[config.mk]
export PLATFORM = sky130hd
export DESIGN_NAME = cnn_mac_pipe_sat_flat
export DESIGN_NICKNAME = d
export VERILOG_FILES = /design/src/rtl/cnn_mac_pipe_sat_if.sv /design/src/rtl/cnn_mac_pipe_sat.sv /design/src/flat_wrapper.sv
export SDC_FILE = /design/constraint.sdc
export NUM_CORES = 1
export LEC_CHECK = 0
export BUFFER_PORTS_ARGS = -buffer_cell sky130_fd_sc_hd__buf_2
export CAP_MARGIN = 10
export CORE_UTILIZATION = 50
export CTS_BUF_LIST = sky130_fd_sc_hd__clkbuf_8
export CTS_CLUSTER_SIZE = 8
export DETAILED_ROUTE_END_ITERATION = 12
export HOLD_SLACK_MARGIN = 0.02
export PLACE_DENSITY = 0.76
export SKIP_LAST_GASP = 1
export SYNTH_ARGS = -nofsm -noshare
export SYNTH_HDL_FRONTEND = slang
export SYNTH_SLANG_ARGS = --single-unit
[constraint.sdc]
create_clock -name ap_clk -period 5.4 [get_ports ap_clk]
set_input_delay 1.08 -clock ap_clk [delete_from_list [all_inputs] [get_ports ap_clk]]
set_output_delay 1.08 -clock ap_clk [all_outputs]
set_load 0.05 [all_outputs]
[src/rtl/cnn_mac_pipe_sat_if.sv]
// Streaming bus for cnn_mac_pipe_sat.
//   master: drives ce, in_valid, din0, din1, first, last; receives dout, dout_valid, dout_ovf.
//   slave : the MAC unit.
interface cnn_mac_pipe_sat_if #(
  parameter int DIN0_WIDTH = 14,
  parameter int DIN1_WIDTH = 9,
  parameter int DOUT_WIDTH = 16
) ();
  logic                         ce;
  logic                         in_valid;
  logic signed [DIN0_WIDTH-1:0] din0;
  logic signed [DIN1_WIDTH-1:0] din1;
  logic                         first;
  logic                         last;
  logic signed [DOUT_WIDTH-1:0] dout;
  logic                         dout_valid;
  logic                         dout_ovf;

  modport master (
    output ce, in_valid, din0, din1, first, last,
    input  dout, dout_valid, dout_ovf
  );

  modport slave (
    input  ce, in_valid, din0, din1, first, last,
    output dout, dout_valid, dout_ovf
  );
endinterface

[src/rtl/cnn_mac_pipe_sat.sv]
// Pipelined signed multiply-accumulate with framed (first/last) accumulation,
// saturating accumulator, and round/shift/saturate fixed-point output.
//   ap_clk : clock, rising edge
//   ap_rst : synchronous active-high reset
//   bus    : cnn_mac_pipe_sat_if.slave (ce, in_valid, din0, din1, first, last in;
//            dout, dout_valid, dout_ovf out)
// Pipeline: operand reg -> (MUL_STAGE-1) product regs -> accumulator -> output reg.
module cnn_mac_pipe_sat #(
  parameter int DIN0_WIDTH = 14,
  parameter int DIN1_WIDTH = 9,
  parameter int ACC_WIDTH  = 32,
  parameter int DOUT_WIDTH = 16,
  parameter int FRAC_SHIFT = 8,
  parameter int MUL_STAGE  = 2
) (
  input logic               ap_clk,
  input logic               ap_rst,
  cnn_mac_pipe_sat_if.slave bus
);

  localparam int PW = DIN0_WIDTH + DIN1_WIDTH;
  localparam int AW = ACC_WIDTH;
  localparam int RND_SH = (FRAC_SHIFT > 0) ? FRAC_SHIFT - 1 : 0;

  localparam logic signed [AW-1:0] ACC_MAX = {1'b0, {(AW-1){1'b1}}};
  localparam logic signed [AW-1:0] ACC_MIN = {1'b1, {(AW-1){1'b0}}};
  localparam logic signed [AW:0] RND = (FRAC_SHIFT > 0) ? ((AW+1)'(1) << RND_SH) : '0;
  localparam logic signed [AW:0] DMAX = {{(AW+2-DOUT_WIDTH){1'b0}}, {(DOUT_WIDTH-1){1'b1}}};
  localparam logic signed [AW:0] DMIN = {{(AW+2-DOUT_WIDTH){1'b1}}, {(DOUT_WIDTH-1){1'b0}}};

  // Operand registers and side-band (valid/first/last) shift chain
  logic signed [DIN0_WIDTH-1:0] a_q;
  logic signed [DIN1_WIDTH-1:0] b_q;
  logic [MUL_STAGE-1:0]         vld_q, fst_q, lst_q;

  always_ff @(posedge ap_clk) begin
    if (ap_rst) begin
      a_q   <= '0;
      b_q   <= '0;
      vld_q <= '0;
      fst_q <= '0;
      lst_q <= '0;
    end else if (bus.ce) begin
      a_q      <= bus.din0;
      b_q      <= bus.din1;
      vld_q[0] <= bus.in_valid;
      fst_q[0] <= bus.first;
      lst_q[0] <= bus.last;
      for (int i = 1; i < MUL_STAGE; i++) begin
        vld_q[i] <= vld_q[i-1];
        fst_q[i] <= fst_q[i-1];
        lst_q[i] <= lst_q[i-1];
      end
    end
  end

  // Full-width signed product, then optional product register stages
  logic signed [PW-1:0] prod_full, mul_out;
  assign prod_full = PW'(a_q) * PW'(b_q);

  if (MUL_STAGE == 1) begin : g_mul_comb
    assign mul_out = prod_full;
  end else begin : g_mul_pipe
    logic signed [PW-1:0] prod_q [MUL_STAGE-1];
    always_ff @(posedge ap_clk) begin
      if (ap_rst) begin
        for (int i = 0; i < MUL_STAGE - 1; i++) prod_q[i] <= '0;
      end else if (bus.ce) begin
        prod_q[0] <= prod_full;
        for (int i = 1; i < MUL_STAGE - 1; i++) prod_q[i] <= prod_q[i-1];
      end
    end
    assign mul_out = prod_q[MUL_STAGE-2];
  end

  logic m_vld, m_fst, m_lst;
  assign m_vld = vld_q[MUL_STAGE-1];
  assign m_fst = fst_q[MUL_STAGE-1];
  assign m_lst = lst_q[MUL_STAGE-1];

  // Accumulate stage
  logic signed [AW-1:0] p_ext, acc_q, acc_d;
  logic signed [AW:0]   sum;
  logic                 sum_ovf, ovf_q, ovf_d, fin_q;

  always_comb begin
    p_ext   = AW'(mul_out);
    sum     = (AW+1)'(acc_q) + (AW+1)'(p_ext);
    // Signed overflow: the carry-out bit disagrees with the ACC sign bit
    sum_ovf = sum[AW] ^ sum[AW-1];
    acc_d   = acc_q;
    ovf_d   = ovf_q;
    if (m_vld) begin
      if (m_fst) begin
        acc_d = p_ext;
        ovf_d = 1'b0;
      end else if (sum_ovf) begin
        // Overflow only happens when both operands share a sign, so p picks the rail
        acc_d = p_ext[AW-1] ? ACC_MIN : ACC_MAX;
        ovf_d = 1'b1;
      end else begin
        acc_d = sum[AW-1:0];
      end
    end
  end

  always_ff @(posedge ap_clk) begin
    if (ap_rst) begin
      acc_q <= '0;
      ovf_q <= 1'b0;
      fin_q <= 1'b0;
    end else if (bus.ce) begin
      acc_q <= acc_d;
      ovf_q <= ovf_d;
      fin_q <= m_vld & m_lst;
    end
  end

  // Output stage: round half up, arithmetic shift, saturate to DOUT range
  logic signed [AW:0]           rnd, shr;
  logic signed [DOUT_WIDTH-1:0] sat, dout_q;
  logic                         dout_valid_q, dout_ovf_q;

  always_comb begin
    rnd = (AW+1)'(acc_q) + RND;
    shr = rnd >>> FRAC_SHIFT;
    if (shr > DMAX) begin
      sat = DMAX[DOUT_WIDTH-1:0];
    end else if (shr < DMIN) begin
      sat = DMIN[DOUT_WIDTH-1:0];
    end else begin
      sat = shr[DOUT_WIDTH-1:0];
    end
  end

  always_ff @(posedge ap_clk) begin
    if (ap_rst) begin
      dout_q       <= '0;
      dout_valid_q <= 1'b0;
      dout_ovf_q   <= 1'b0;
    end else if (bus.ce) begin
      dout_valid_q <= fin_q;
      if (fin_q) begin
        dout_q     <= sat;
        dout_ovf_q <= ovf_q;
      end
    end
  end

  assign bus.dout       = dout_q;
  assign bus.dout_valid = dout_valid_q;
  assign bus.dout_ovf   = dout_ovf_q;

endmodule

[src/flat_wrapper.sv]
// flat-port wrapper written by rule: the top's interface ports become plain ports
module cnn_mac_pipe_sat_flat 
#(
  parameter int DIN0_WIDTH = 14,
  parameter int DIN1_WIDTH = 9,
  parameter int ACC_WIDTH  = 32,
  parameter int DOUT_WIDTH = 16,
  parameter int FRAC_SHIFT = 8,
  parameter int MUL_STAGE  = 2
)
  (ap_clk, ap_rst, bus_ce, bus_in_valid, bus_din0, bus_din1, bus_first, bus_last, bus_dout, bus_dout_valid, bus_dout_ovf);
  cnn_mac_pipe_sat_if #(.DIN0_WIDTH(DIN0_WIDTH), .DIN1_WIDTH(DIN1_WIDTH), .DOUT_WIDTH(DOUT_WIDTH)) bus_i ();
  input logic ap_clk;
  input logic ap_rst;
  input wire logic [$bits(bus_i.ce)-1:0] bus_ce;
  input wire logic [$bits(bus_i.in_valid)-1:0] bus_in_valid;
  input wire logic [$bits(bus_i.din0)-1:0] bus_din0;
  input wire logic [$bits(bus_i.din1)-1:0] bus_din1;
  input wire logic [$bits(bus_i.first)-1:0] bus_first;
  input wire logic [$bits(bus_i.last)-1:0] bus_last;
  output wire logic [$bits(bus_i.dout)-1:0] bus_dout;
  output wire logic [$bits(bus_i.dout_valid)-1:0] bus_dout_valid;
  output wire logic [$bits(bus_i.dout_ovf)-1:0] bus_dout_ovf;
  assign bus_i.ce = bus_ce;
  assign bus_i.in_valid = bus_in_valid;
  assign bus_i.din0 = bus_din0;
  assign bus_i.din1 = bus_din1;
  assign bus_i.first = bus_first;
  assign bus_i.last = bus_last;
  assign bus_dout = bus_i.dout;
  assign bus_dout_valid = bus_i.dout_valid;
  assign bus_dout_ovf = bus_i.dout_ovf;
  cnn_mac_pipe_sat #(.DIN0_WIDTH(DIN0_WIDTH), .DIN1_WIDTH(DIN1_WIDTH), .ACC_WIDTH(ACC_WIDTH), .DOUT_WIDTH(DOUT_WIDTH), .FRAC_SHIFT(FRAC_SHIFT), .MUL_STAGE(MUL_STAGE)) u_core (.ap_clk(ap_clk), .ap_rst(ap_rst), .bus(bus_i));
endmodule
# Yosys cells after proc, flatten, opt, wreduce, memory -nomap -nowiden
# Memories as Yosys holds them, arrays and structs flattened.
# Index checks and enable logic that the tools add are counted.
word_totals:
  reg_bits: 81
  latch_bits: 0
  ram_bits: 23
  romBits: 0
  inputBits: 29
  output_inout_bits: 18
  elab_cells: 38
  mem_count: 1
op_classes:
  add_sub_neg: 2
  mul: 1
  div: 0
  magnitude_cmp: 2
  eq_ne: 0
  shifts: 0
  mux: 14
  n_bitwise: 2
  n_reduce_logical: 5
memory_table:
  columns: ["memory", "words", "width", "rd", "rd_clocked_by_memory_dff", "wr", "line", "text"]
  rows:
  - ["u_core.g_mul_pipe.prod_q", 1, 23, 1, 0, 1, "cnn_mac_pipe_sat.sv:64", "logic signed [PW-1:0] prod_q [MUL_STAGE-1];"]
ops:
  columns: ["operator", "n"]
  rows:
  - ["32-bit two-way mux", 3]
  - ["32-bit by 23-bit adder with 33-bit output", 1]
  - ["32-bit by 9-bit adder with 33-bit output, second input constant", 1]
  - ["16-bit two-way mux", 2]
  - ["25-bit by 16-bit greater-than comparator with 1-bit output, second input constant", 1]
  - ["25-bit by 16-bit less-than comparator with 1-bit output, second input constant", 1]
  - ["14-bit by 9-bit multiplier with 23-bit output", 1]
  - ["23-bit two-way mux", 1]
  - ["23-bit OR reduction", 1]
  - ["1-bit two-way mux", 8]
  - ["2-bit AND reduction", 2]
  - ["3-bit AND reduction", 1]
  - ["2-bit nonzero test", 1]
  - ["1-bit AND", 1]
  - ["1-bit XOR", 1]

# Longest topological paths before layout
logic_depth:
  depth_word: 5
  ltp_mapped: 21
  ltp_nobuf: 20

# Worst setup path before layout
# Ideal clock, no wire load.
synth_timing:
  path_kind: "flip-flop to flip-flop"
  startpoint: "register u_core.b_q[2]"
  endpoint: "memory u_core.g_mul_pipe.prod_q[0][20] in the netlist's numbering (data pin)"
  setup_ps: 256
  arrival_time_ps: 5136
  t_required_ps: 5144
  slack_ps: 8
  path_stages_with_launch: 20
  n_path_buf: 1
  period_less_slack_ps: 5392
  cell_sequence: "dfxtp_1 clkbuf_1 nand2_1 fa_1 inv_1 fa_1 inv_1 fa_1 inv_1 fa_1 ha_1 ha_1 a21o_1 a21o_1 o31a_1 a211oi_1 nor3_1 o31a_1 or3_1 o211a_1"
synth_via:
  elab_chain_cells: 2
synth_lines:
  columns: ["element", "line", "text"]
  rows:
  - ["start, declared", "cnn_mac_pipe_sat.sv:33", "logic signed [DIN1_WIDTH-1:0] b_q;"]
  - ["start signal, assigned", "cnn_mac_pipe_sat.sv:45", "b_q <= bus.din1;"]
  - ["14-bit by 9-bit multiplier with 23-bit output", "cnn_mac_pipe_sat.sv:59", "assign prod_full = PW'(a_q) * PW'(b_q);"]
  - ["23-bit two-way mux (no source line)", null, null]
  - ["end, declared", "cnn_mac_pipe_sat.sv:64", null]
# No other way between the ends.

# Worst setup path in the final report
layout_timing:
  startpoint: "register u_core.a_q[1]"
  endpoint: "memory u_core.g_mul_pipe.prod_q[0][20] in the netlist's numbering (data pin)"
layout_via:
  elab_chain_cells: 2
layout_lines:
  columns: ["element", "line", "text"]
  rows:
  - ["start, declared", "cnn_mac_pipe_sat.sv:32", "logic signed [DIN0_WIDTH-1:0] a_q;"]
  - ["start signal, assigned", "cnn_mac_pipe_sat.sv:44", "a_q <= bus.din0;"]
  - ["14-bit by 9-bit multiplier with 23-bit output", "cnn_mac_pipe_sat.sv:59", null]
  - ["23-bit two-way mux (no source line)", null, null]
# No other way between the ends.

==> flow_summary.yaml <==
global_routing:
  grt_util_all_layers_pct: 22.9
  initial_antenna_violation_count: 0
  grt_pass1_vias: 8292
  maximum_number_of_pins_on_one_net_before_global_route_repair: 30
  overflow: 0
  grt_pass1_wl_um: 40400
cts:
  cts-hold-fix-buffers: 0
  htree_num_levels: 3
  cts.clk_slew.worst_paths_ns: 0.12
  cts_root_buffer: "sky130_fd_sc_hd__clkbuf_8"
  ctsLongestPathBuffers: 2
  cts_tree: "done"
  cts_buffers: 9
  insertion_delay_ns: 0.38
  clock-sinks: 104
timing:
  timing.slew.headroom_pct: 41.1
  clock-skew-final_ns: 0.0209
  post_route_setup_tns_ns: 0
  achievable-frequency_mhz: 190
  timing.final.setup_violations: 0
  final_max_slew_viol_count: 0
  holdWs_ns: 0.457
  period_needed_ns: 5.26
  max_slew.worst_pin.slew_ns: 0.882
  hold_viol_final: 0
  final_critical_path_setup_slack_ns: 0.141
  timing.final.crit_share_pct: 97.4
power:
  irDropWorstVdd_mv: 0.144
  seqPwrFrac_pct: 45.6
  switching_share_pct: 34.7
  static-leakage-power_nw: 5.46
  power.density_mw_per_mm2: 165
  internal_power_w: 0.00124
  power_switching_w: 0.000659
  combinationalPowerShare_pct: 29.2
  power.share.clock_pct: 25.1
synth:
  synth.cell_area_sq_mm: 0.0106
  syn_nets: 1421
  register_bit_count_reported_by_yosys: 104
  yosys_warnings: 0
  synth.area.top_cells: "sky130_fd_sc_hd__fa_1, sky130_fd_sc_hd__dfxtp_1, sky130_fd_sc_hd__ha_1"
  synthCells: 1205
  synth.top_cell.area_share_pct: 20.0
  ys_async_sr_fraction_pct: 0
  most_used_flip_flop_cell_after_synthesis: "sky130_fd_sc_hd__dfxtp_1"
  synth.largest_area_cell: "sky130_fd_sc_hd__fa_1"
  seq_area_frac_synth_pct: 21.8
  synth_cell_type_count: 75
  postSynthAreaPerCell_sq_um: 8.80
  synth-edff-count: 23
outcome:
  outcome: "completed"
critical_path:
  crit_path_cells: "buf_4 > and2_1 > fa_1 > fa_1 > ha_1 > fa_1 > ha_4 > ha_1 > a21o_1 > a21o_1 > a21o_1 > o31a_1 > a211oi_2 > nor3_2 > o31a_1 > or3_1 > o211a_1"
  cpPeakStageDelay_ns: 0.59
  critical_path.slowest_cell: "sky130_fd_sc_hd__fa_1"
  reg2reg_slack_ns: 0.14
  regToRegEndpoint: "u_core.g_mul_pipe.prod_q[0][20]"
  r2r_start: "u_core.a_q[1]"
  crit_path_end_kind: "flip-flop"
  critPathLaunchType: "flip-flop"
  critPathLaunch: "u_core.a_q[1]"
  critPathRequiredTime_ns: 5.54
  cp_max_fo: 6
  worst-endpoint-arrival_ns: 5.40
  worst-r2r-cell-count: 17
  critical_path_class: "reg2reg"
floorplan:
  initial_utilization_pct: 51.8
  die_area_sq_mm: 0.0218
  die-width_um: 148
  number_of_rows_created_at_floorplan: 52
  die_h_um: 148
  floorplan.core_area_sq_mm: 0.0205
  io_pins: 47
worst_hold_path:
  timing.hold.worst.class: "reg2reg"
  min-delay-start: "u_core.bus.dout_ovf"
  terminating_pin_of_the_worst_hold_path: "u_core.bus.dout_ovf"
  min_path_cells: 2
final_layout:
  share_of_post_route_cells_with_drive_strength_above_1_pct: 11.7
  ff_latch_area_sq_mm: 0.00234
  layout.nets: 1455
  stdcell_count: 1514
  multi_input_area_sq_mm: 0.00777
  layout.filler_cells: 1842
  post-route-util_pct: 56.2
  synthToLayoutAreaGrowth_pct: 8.68
  diodes: 0
detailed_routing:
  remaining_drc_errors: 0
  first_pass_iters: 5
  route.antenna.remaining_nets: 0
  totalWireLength_um: 24400
  routed_via_density: 5.67
  wire_per_inst_um: 16.1
  routed-via-count: 8585
  dr.first_iter.drc_count: 432
placement:
  place.detailed.hpwl_um: 19200
  post-place-ws_ns: -0.0212
  replace_congestion: 0.875
  placed_cells_incl_taps: 1495
  port-buffer-count: 46
job:
  cap_viol_max_count: 0
## critical path: cells and delay by family (launching register included)
kind / cells / cell delay [ns]
adders and majority gates: 6 / 2.38
and+or+nand+nor: 3 / 0.56
buffers and inverters: 1 / 0.16
AOI/OAI and AO/OA: 7 / 1.52
DFF: 1 / 0.39
## how the worst max path moves through the flow
| stage | end | slack (ns) | depth (start not counted) |
|---|---|---|---|
| after global routing | u_core.g_mul_pipe.prod_q[0][21] | -0.06 | 20 |
| after detailed placement | u_core.g_mul_pipe.prod_q[0][21] | -0.02 | 20 |
| after global placement | u_core.g_mul_pipe.prod_q[0][20] | 0.07 | 18 |
| final | u_core.g_mul_pipe.prod_q[0][20] | 0.14 | 17 |
| after CTS | u_core.g_mul_pipe.prod_q[0][21] | 0.006 | 20 |
| after floorplan | u_core.g_mul_pipe.prod_q[0][20] | 0.008 | 19 |
## state kept, by name, indices dropped and copies added, names as in the netlist, 2 cells and up
name,flops
u_core.g_mul_pipe.prod_q,23
u_core.a_q,14
u_core.vld_q,2
u_core.lst_q,2
u_core.bus.dout,16
u_core.b_q,9
u_core.acc_q,32
u_core.fst_q,2
## cell usage after synthesis, types with 5 or more instances
master,number
sky130_fd_sc_hd__and2_1,73
sky130_fd_sc_hd__nor2b_1,7
sky130_fd_sc_hd__mux2i_1,32
sky130_fd_sc_hd__o22ai_1,7
sky130_fd_sc_hd__nand3_1,21
sky130_fd_sc_hd__a211oi_1,20
sky130_fd_sc_hd__edfxtp_1,23
sky130_fd_sc_hd__nand4_1,9
sky130_fd_sc_hd__a31oi_1,10
sky130_fd_sc_hd__o21ai_1,7
sky130_fd_sc_hd__buf_2,5
sky130_fd_sc_hd__a21o_1,19
sky130_fd_sc_hd__xor2_1,19
sky130_fd_sc_hd__inv_1,100
sky130_fd_sc_hd__a221oi_1,5
sky130_fd_sc_hd__nor2_1,109
sky130_fd_sc_hd__o21ai_0,23
sky130_fd_sc_hd__and3_1,15
sky130_fd_sc_hd__o31ai_1,21
sky130_fd_sc_hd__ha_1,81
sky130_fd_sc_hd__or3_1,8
sky130_fd_sc_hd__o211ai_1,9
sky130_fd_sc_hd__nand2b_1,27
sky130_fd_sc_hd__xnor2_1,42
sky130_fd_sc_hd__fa_1,106
sky130_fd_sc_hd__a21oi_1,45
sky130_fd_sc_hd__nand2_1,129
sky130_fd_sc_hd__dfxtp_1,81
sky130_fd_sc_hd__nor3_1,29
sky130_fd_sc_hd__clkbuf_1,50
## area by class of cell
type	instances	share of cell area [%]
clock buffer	9	1.07
clock inverter	7	0.488
inverter	101	3.32
multi-input combinational	940	67.4
sequential	104	20.3
tap	270	2.93
timing repair buffer	83	4.44
## metal layers
layer / up-vias / part of all wire (%) / GRT usage, %
met5: - / 0 / 0
li1: 4148 / - / -
met1: 4164 / 45 / 32.1
met4: 0 / 1.8 / 5.26
met2: 242 / 47 / 37.9
met3: 31 / 5.3 / 2.78
## cell families (layout without fill, tap and decap cells)
kind of cell	after synthesis	count (layout)	synth area share, %
XOR/XNOR	62	62	5.19
AND/OR/NAND/NOR	449	449	20.6
AO/OA/AOI/OAI	209	209	13.6
flip-flops	104	104	21.8
adder cells (fa/ha/maj)	187	187	29.6
multiplexers	33	33	3.23
buffers and inverters	161	200	5.93
## power by group through the flow
stage / Clock [W] / Combinational (W) / Sequential (W)
finish: 0.000477 / 0.000555 / 0.000867
global route: 0.000521 / 0.000630 / 0.000871
global placement: 0 / 0.000518 / 0.000883
CTS: 0.000482 / 0.000538 / 0.000867
detailed placement: 0 / 0.000532 / 0.000884
floorplan: 0 / 0.000412 / 0.000863
## placed cells by master, fill, tap and decap left out, types with 4 or more instances in the layout
cell,instances
sky130_fd_sc_hd__edfxtp_1,23
sky130_fd_sc_hd__o211ai_1,9
sky130_fd_sc_hd__a221oi_1,5
sky130_fd_sc_hd__nand2b_1,27
sky130_fd_sc_hd__and3_1,15
sky130_fd_sc_hd__buf_2,46
sky130_fd_sc_hd__dfxtp_4,5
sky130_fd_sc_hd__a31oi_1,10
sky130_fd_sc_hd__and2_1,73
sky130_fd_sc_hd__nand3_1,21
sky130_fd_sc_hd__nand4_1,9
sky130_fd_sc_hd__inv_1,100
sky130_fd_sc_hd__ha_1,76
sky130_fd_sc_hd__o21a_1,4
sky130_fd_sc_hd__or3_1,8
sky130_fd_sc_hd__a21o_1,19
sky130_fd_sc_hd__o22ai_1,7
sky130_fd_sc_hd__nand2_1,129
sky130_fd_sc_hd__xnor2_1,42
sky130_fd_sc_hd__nor3_1,28
sky130_fd_sc_hd__ha_4,4
sky130_fd_sc_hd__dfxtp_2,9
sky130_fd_sc_hd__xor2_1,19
sky130_fd_sc_hd__nor2_1,104
sky130_fd_sc_hd__o21ai_0,22
sky130_fd_sc_hd__clkbuf_8,9
sky130_fd_sc_hd__fa_1,105
sky130_fd_sc_hd__o21ai_1,7
sky130_fd_sc_hd__nor3b_1,4
sky130_fd_sc_hd__a211o_1,4
sky130_fd_sc_hd__a211oi_1,19
sky130_fd_sc_hd__mux2i_1,32
sky130_fd_sc_hd__o31ai_1,21
sky130_fd_sc_hd__buf_4,36
sky130_fd_sc_hd__nor2b_1,7
sky130_fd_sc_hd__a21oi_1,43
sky130_fd_sc_hd__dfxtp_1,67
## through the flow
step,cell area (sq um),power [W]
3_5_place_dp,11200,0.00142
2_1_floorplan,10600,0.00128
6_report,11500,0.00190
5_1_grt,11500,0.00202
3_3_place_gp,11200,0.00140
4_1_cts,11400,0.00189
## what timing repair did
item | CTS | global route
gates resized for setup | 8 | 34
setup buffers | 0 | 3
setup endpoints to repair | 3 | 6
pin swaps | 0 | 15
No activity file was read; power rests on OpenSTA's default activity.
